$ cat config.mk
export PLATFORM = sky130hd
export DESIGN_NAME = ram16sdp_arbiter
export DESIGN_NICKNAME = d
export VERILOG_FILES = /design/src/rtl/ram16sdp_arbiter.sv
export SDC_FILE = /design/constraint.sdc
export NUM_CORES = 1
export LEC_CHECK = 0
export CAP_MARGIN = 20
export CORE_AREA = 2 2 83 85
export DETAILED_ROUTE_END_ITERATION = 16
export DIE_AREA = 0 0 85 87
export PLACE_DENSITY = 0.76
export SYNTH_ARGS = -nofsm -noshare
export SYNTH_HDL_FRONTEND = slang
export SYNTH_SLANG_ARGS = --single-unit
$ cat constraint.sdc
create_clock -name clk -period 1.8 [get_ports clk]
set_input_delay 0.36 -clock clk [delete_from_list [all_inputs] [get_ports clk]]
set_output_delay 0.36 -clock clk [all_outputs]
set_load 0.02 [all_outputs]
$ cat src/rtl/ram16sdp_arbiter.sv
// Two-requester arbiter in front of a simple dual-port RAM with optional zero-fill.
// Define RAM_ARB_CLEAR_EN to compile in the CLEAR state and clear_start handling.
module ram16sdp_arbiter #(
    parameter int ADDR_W = 10,
    parameter int DATA_W = 32,
    parameter int DEPTH  = 1024
) (
    input  logic                  clk,
    input  logic                  rst_n,
    input  logic [1:0]            req_valid,
    output logic [1:0]            req_ready,
    input  logic [1:0]            req_we,
    input  logic [2*ADDR_W-1:0]   req_addr,
    input  logic [2*DATA_W-1:0]   req_wdata,
    output logic [1:0]            rsp_valid,
    output logic [DATA_W-1:0]     rsp_rdata,
    input  logic                  clear_start,
    output logic                  clear_done,
    output logic                  ram_cea,
    output logic [ADDR_W-1:0]     ram_ada,
    output logic [DATA_W-1:0]     ram_din,
    output logic                  ram_ceb,
    output logic [ADDR_W-1:0]     ram_adb,
    input  logic [DATA_W-1:0]     ram_dout
);

    localparam logic [0:0] S_CLEAR = 1'b0;
    localparam logic [0:0] S_RUN   = 1'b1;

    logic [0:0]        state;
    logic              rr_wr;
    logic              rr_rd;
    logic [1:0]        wr_req;
    logic [1:0]        rd_req;
    logic [1:0]        wr_gnt;
    logic [1:0]        rd_gnt;
    logic              wr_win;
    logic              rd_win;
    logic              run;
    logic              clearing;
    logic [ADDR_W-1:0] clr_addr;
    logic [ADDR_W-1:0] wr_addr;
    logic [DATA_W-1:0] wr_data;
    logic [ADDR_W-1:0] rd_addr;
    logic [1:0]        rsp_q;

    assign wr_req   = req_valid & req_we;
    assign rd_req   = req_valid & ~req_we;
    assign run      = rst_n && (state == S_RUN);
    assign clearing = rst_n && (state == S_CLEAR);

    // On contention the pointer picks; otherwise the lone requester wins.
    assign wr_win = (wr_req == 2'b11) ? rr_wr : wr_req[1];
    assign rd_win = (rd_req == 2'b11) ? rr_rd : rd_req[1];

    assign wr_gnt = (run && wr_req != 2'b00) ? (2'b01 << wr_win) : 2'b00;
    assign rd_gnt = (run && rd_req != 2'b00) ? (2'b01 << rd_win) : 2'b00;

    assign req_ready = wr_gnt | rd_gnt;

    assign wr_addr = wr_win ? req_addr[2*ADDR_W-1:ADDR_W] : req_addr[ADDR_W-1:0];
    assign wr_data = wr_win ? req_wdata[2*DATA_W-1:DATA_W] : req_wdata[DATA_W-1:0];
    assign rd_addr = rd_win ? req_addr[2*ADDR_W-1:ADDR_W] : req_addr[ADDR_W-1:0];

    assign ram_cea = clearing || (wr_gnt != 2'b00);
    assign ram_ada = clearing ? clr_addr : wr_addr;
    assign ram_din = clearing ? '0 : wr_data;
    assign ram_ceb = rd_gnt != 2'b00;
    assign ram_adb = rd_addr;

    assign rsp_valid = rsp_q;
    assign rsp_rdata = ram_dout;

    always_ff @(posedge clk or negedge rst_n) begin
        if (!rst_n) begin
            rr_wr <= 1'b0;
            rr_rd <= 1'b0;
            rsp_q <= 2'b00;
        end else begin
            if (run && wr_req == 2'b11)
                rr_wr <= ~wr_win;
            if (run && rd_req == 2'b11)
                rr_rd <= ~rd_win;
            rsp_q <= rd_gnt;
        end
    end

`ifdef RAM_ARB_CLEAR_EN
    localparam logic [ADDR_W-1:0] LAST = ADDR_W'(DEPTH - 1);

    logic [ADDR_W-1:0] clr_cnt;
    logic              done_q;

    assign clr_addr   = clr_cnt;
    assign clear_done = done_q;

    always_ff @(posedge clk or negedge rst_n) begin
        if (!rst_n) begin
            state   <= S_CLEAR;
            clr_cnt <= '0;
            done_q  <= 1'b0;
        end else if (state == S_CLEAR) begin
            if (clr_cnt == LAST) begin
                state   <= S_RUN;
                clr_cnt <= '0;
                done_q  <= 1'b1;
            end else begin
                clr_cnt <= clr_cnt + 1'b1;
            end
        end else if (clear_start) begin
            state   <= S_CLEAR;
            clr_cnt <= '0;
            done_q  <= 1'b0;
        end
    end
`else
    logic unused_cfg;

    assign state      = S_RUN;
    assign clr_addr   = '0;
    assign clear_done = 1'b1;
    assign unused_cfg = clear_start ^ (DEPTH == 0);
`endif

endmodule

---- Word-level counts from Yosys, hierarchy flattened ----
Index checks and enable logic that the tools add are counted.
cells by class
  eq/ne operators ......................... 2
  shifts and indexed selects .............. 2
  muxes and demuxes ....................... 7
  bitwise gates (word level) .............. 6
  reduce and logical (&&, ||, !) cells .... 8
operator list
  cell                   number
  $mux W32               1
  $mux W10               2
  $reduce_bool A2 Y1     4
  $and A2 B2 Y2          2
  $eq A2 B2 Y1 const B   2
  $logic_and A1 B1 Y1    4
  $mux W2                2
  $shl A1 B1 Y2 const A  2
  $mux W1                2
  $not A1 Y1             2
  $not A2 Y2             1
  $or A2 B2 Y2           1
storage, ports and cells
  flip-flop bits (word level) ............. 4
  input port bits ......................... 123
  output and inout bits ................... 91
  logic and storage cells ................. 28

---- Depth between registers and ports, before layout ----
  depth in word-level cells ............... 7
  gate-level depth with buffers ........... 4
  mapped depth without buffers ............ 3

---- Worst setup path after synthesis ----
Ideal clock, no wire load.
  path type ............................... input to output
  start point ............................. input req_valid[0]
  end point ............................... output req_ready[0]
  arrival time ............................ 1309 ps
  required time ........................... 1440 ps
  setup slack ............................. 131 ps
  stages .................................. 3
  buffers on the path ..................... 0
  cell sequence ........................... nand2_2 a21boi_0 a21o_1
between the ends
  cells in the longest elaborated chain, start to end .. 6
  elaborated cells on any way between the ends .. 15
  classes of those cells .................. eq/ne: 2; shift: 2; mux: 4; bitwise: 3; reduce/logical: 4
ends and longest elaborated chain
  element                           line    text
  start: declaration                10      input logic [1:0] req_valid,
  $and A2 B2 Y2 (on tied branches)  47, 48
  $eq A2 B2 Y1 (on tied branches)   53, 54
  $mux W1 (on tied branches)        53, 54
  $shl A1 B1 Y2 (on tied branches)  56, 57
  $mux W2 (on tied branches)        56, 57
  $or A2 B2 Y2 *                    59      assign req_ready = wr_gnt | rd_gnt;
  end: declaration                  11      output logic [1:0] req_ready,
Mark *: on every way between the ends. The rest lies on a longest branch, timed or not.

---- Final worst setup path ----
  start point ............................. register rr_wr
  end point ............................... output ram_ada[3]
between the ends
  cells in the longest elaborated chain, start to end .. 2
ends and longest elaborated chain
  element                   line  text
  start: declaration        31    logic rr_wr;
  start signal: assignment  81    rr_wr <= ~wr_win;
  $mux W1                   53    assign wr_win = (wr_req == 2'b11) ? rr_wr : wr_req[1];
  $mux W10                  61    assign wr_addr = wr_win ? req_addr[2*ADDR_W-1:ADDR_W] : req_addr[ADDR_W-1:0];
  end: declaration          20    output logic [ADDR_W-1:0] ram_ada,
Every way passes these cells.

==> qor.txt <==
status - finished, violations left
violated checks - setup timing
Routed WL - 5.20 mm
Worst-Skew Late Latency - 0.22 ns
VDD IR max - 276 uV
Layout fillers - 622
Critical Path End Type - primary output
CTS Root Cell - clkbuf_8
placed instance area - 0.00269 mm2
Post-synth top cells - mux2_4 (39), buf_4 (34), mux2_2 (9)
core footprint - 0.00657 mm2
RePlAce Congestion - 0.786
Area growth syn-to-layout - 131%
ant diodes - 0
fin crit period - 2.01 ns
Die Span Y - 87 um
hpwl dp - 3.89 mm
Crit Path Max Fanout - 6
Overflow after GRT - 0
Yosys cell types - 23
Sink Count - 4
hold crit path type - in -> async
Synth area leader - mux2_4
worst r2r src - rr_rd$_DFFE_PN0P_
row count - 30
maximum clock path buffer count - 2
first-pass GRT wire length - 7.73 mm
share of cells above drive strength 1 - 58.2%
initial antenna violation count - 0
Most Used Layer, Global Route - met2
worst path required time - 1.44 ns
via count of the routed design - 1410
# H-tree levels - 1
FF-to-FF path depth - 4
Post-Syn Area per Cell - 11.4 um2
GR met2 Demand/Resource - 23.9%
Global Route met3 Usage - 4.36%
top post-synthesis cells by area - mux2_4 (45%), buf_4 (19%), mux2_2 (7.7%), dfrtp_1 (7.6%), buf_12 (6.1%)
Pwr Total - 0.00139 W
Nets - 381
first-pass iteration count of the detailed router - 4
R2R setup slack - 0.69 ns
Fin. Hold Viols - 0
top_reg_cell synth - dfrtp_1
Detailed Route Iter0 Violations - 21
Num CTS Buffers - 3
Worst setup startpoint - rr_wr$_DFFE_PN0P_
vias per inst - 4.20
vias in the first global route - 1465
pin count of the biggest net entering global routing - 12
io pins - 214
placed insts - 317
Antenna Nets Post-Route - 0
fmax - 0.497 GHz
period utilisation layout - 112%
worst endpoint data arrival time - 1.65 ns
max-cap violations - 0
Final Cell Area - 0.00303 mm2
Worst Setup Path Type - reg -> out
post-synth top area share - 44.5%
die width - 85 um
final std cells w/o fill - 336
Seq/Total Area, Yosys - 7.61%
hold buffers post-CTS - 0
CP startpoint kind - register
leakage dissipation - 1.48 nW
Worst-path clk slew - 0.03 ns
Synth Instances - 115
PD cells - 459 mW/mm2
wire length per cell - 15.5 um
asr flop ratio synth - 100%
max-slew violations - 0
CTS tree - yes
number of synthesized flops with an enable pin - 0
Net Count, Synth - 238
initial core utilization - 20.0%
Setup WS post-layout - -0.213 ns
Util after Layout - 46.2%
number of port buffers - 147
DRC viols - 0
most instantiated library cell after synthesis - mux2_4
GRT Overall Usage - 13.1%
setup_tns - -6.93 ns
register bit total from synthesis - 4
Die ar. - 0.00740 mm2
Ys Warns - 0
GRT met1 Usage - 14.6%
Post-Syn Area - 0.00132 mm2
Setup Viol. Count Final - 47
RSZ-0062 raised after global routing - yes
clk_skew - 0.00201 ns
[timing repair]
item                       in CTS  in global routing
resized for setup             335                 23
setup endpoints to repair      56                 53
pin swaps                       2                  1
hold endpoints to repair        0                  0
gates cloned                    6                  0
setup buffers                  13                  2
[layout by cell type, fill, tap and decap left out, types with 2 or more instances in the layout]
cell              n
o21a_1            2
buf_4            14
mux2_4           50
clkbuf_8          3
mux2_2            2
buf_12            3
clkdlybuf4s50_1  86
dlygate4sd2_1     3
dfrtp_1           4
buf_16            5
buf_6            51
buf_2            13
[routing by layer]
layer / wire (um) / part of all wire, %
met1: 1920 / 37
met2: 2790 / 54
met5: 0 / 0
met4: 59 / 1.1
met3: 427 / 8.2
[kinds of logic (layout without fill, tap and decap cells)]
group	after synthesis	in the layout	share of synthesized area, %
muxes	52	52	55.7
buffers and inverters	38	179	25.5
and+or+nand+nor	10	10	4.57
AOI/OAI and AO/OA	8	8	5.04
DFF	4	4	7.61
xor gates and xnor gates	2	2	1.33
other	1	1	0.285
[layout make-up]
class                           count  area, um2  share of cell area [%]
Sequential cell                     4        100                    3.30
Multi-Input combinational cell     73        948                    31.3
Tap cell                           80        100                    3.30
Clock buffer                        3       41.3                    1.36
Timing Repair Buffer              176       1840                    60.8
[state kept, by name (all words and copies together), names as in the netlist]
register,count
rsp_valid,2
rr_wr,1
rr_rd,1
[metrics by stage]
| stage | hold WS (ns) | worst slack [ns] |
|---|---|---|
| after floorplan | 0.0644 | 0.131 |
| after global placement | 0.542 | -0.906 |
| after detailed placement | 0.554 | -0.930 |
| after CTS | 0.229 | -0.209 |
| after global routing | 0.277 | -0.269 |
| final | 0.248 | -0.213 |
[final timing paths]
kind | end
setup reg to reg | rsp_valid[1]$_DFF_PN0_
setup / recovery | ram_ada[3]
min in group clk | rr_wr$_DFFE_PN0P_
hold reg to reg | rr_rd$_DFFE_PN0P_
max in group asynchronous | rsp_valid[1]$_DFF_PN0_
hold / removal | rr_wr$_DFFE_PN0P_
[worst max-delay path, stage by stage, from the launching register on]
cell,delay (ns)
dfrtp_1,0.41
o21ai_4,0.21
buf_6,0.14
buf_6,0.12
buf_12,0.12
mux2_4,0.30
buf_6,0.13
[report_power, final]
part	switching, W	internal (W)	total, W	leakage (nW)
Combinational	0.000388	0.000673	0.00106	1.40
Sequential	0.0000235	0.000116	0.000139	0.0509
Clock	0.0000480	0.000143	0.000191	0.0216
No activity file was read; power rests on OpenSTA's default activity.
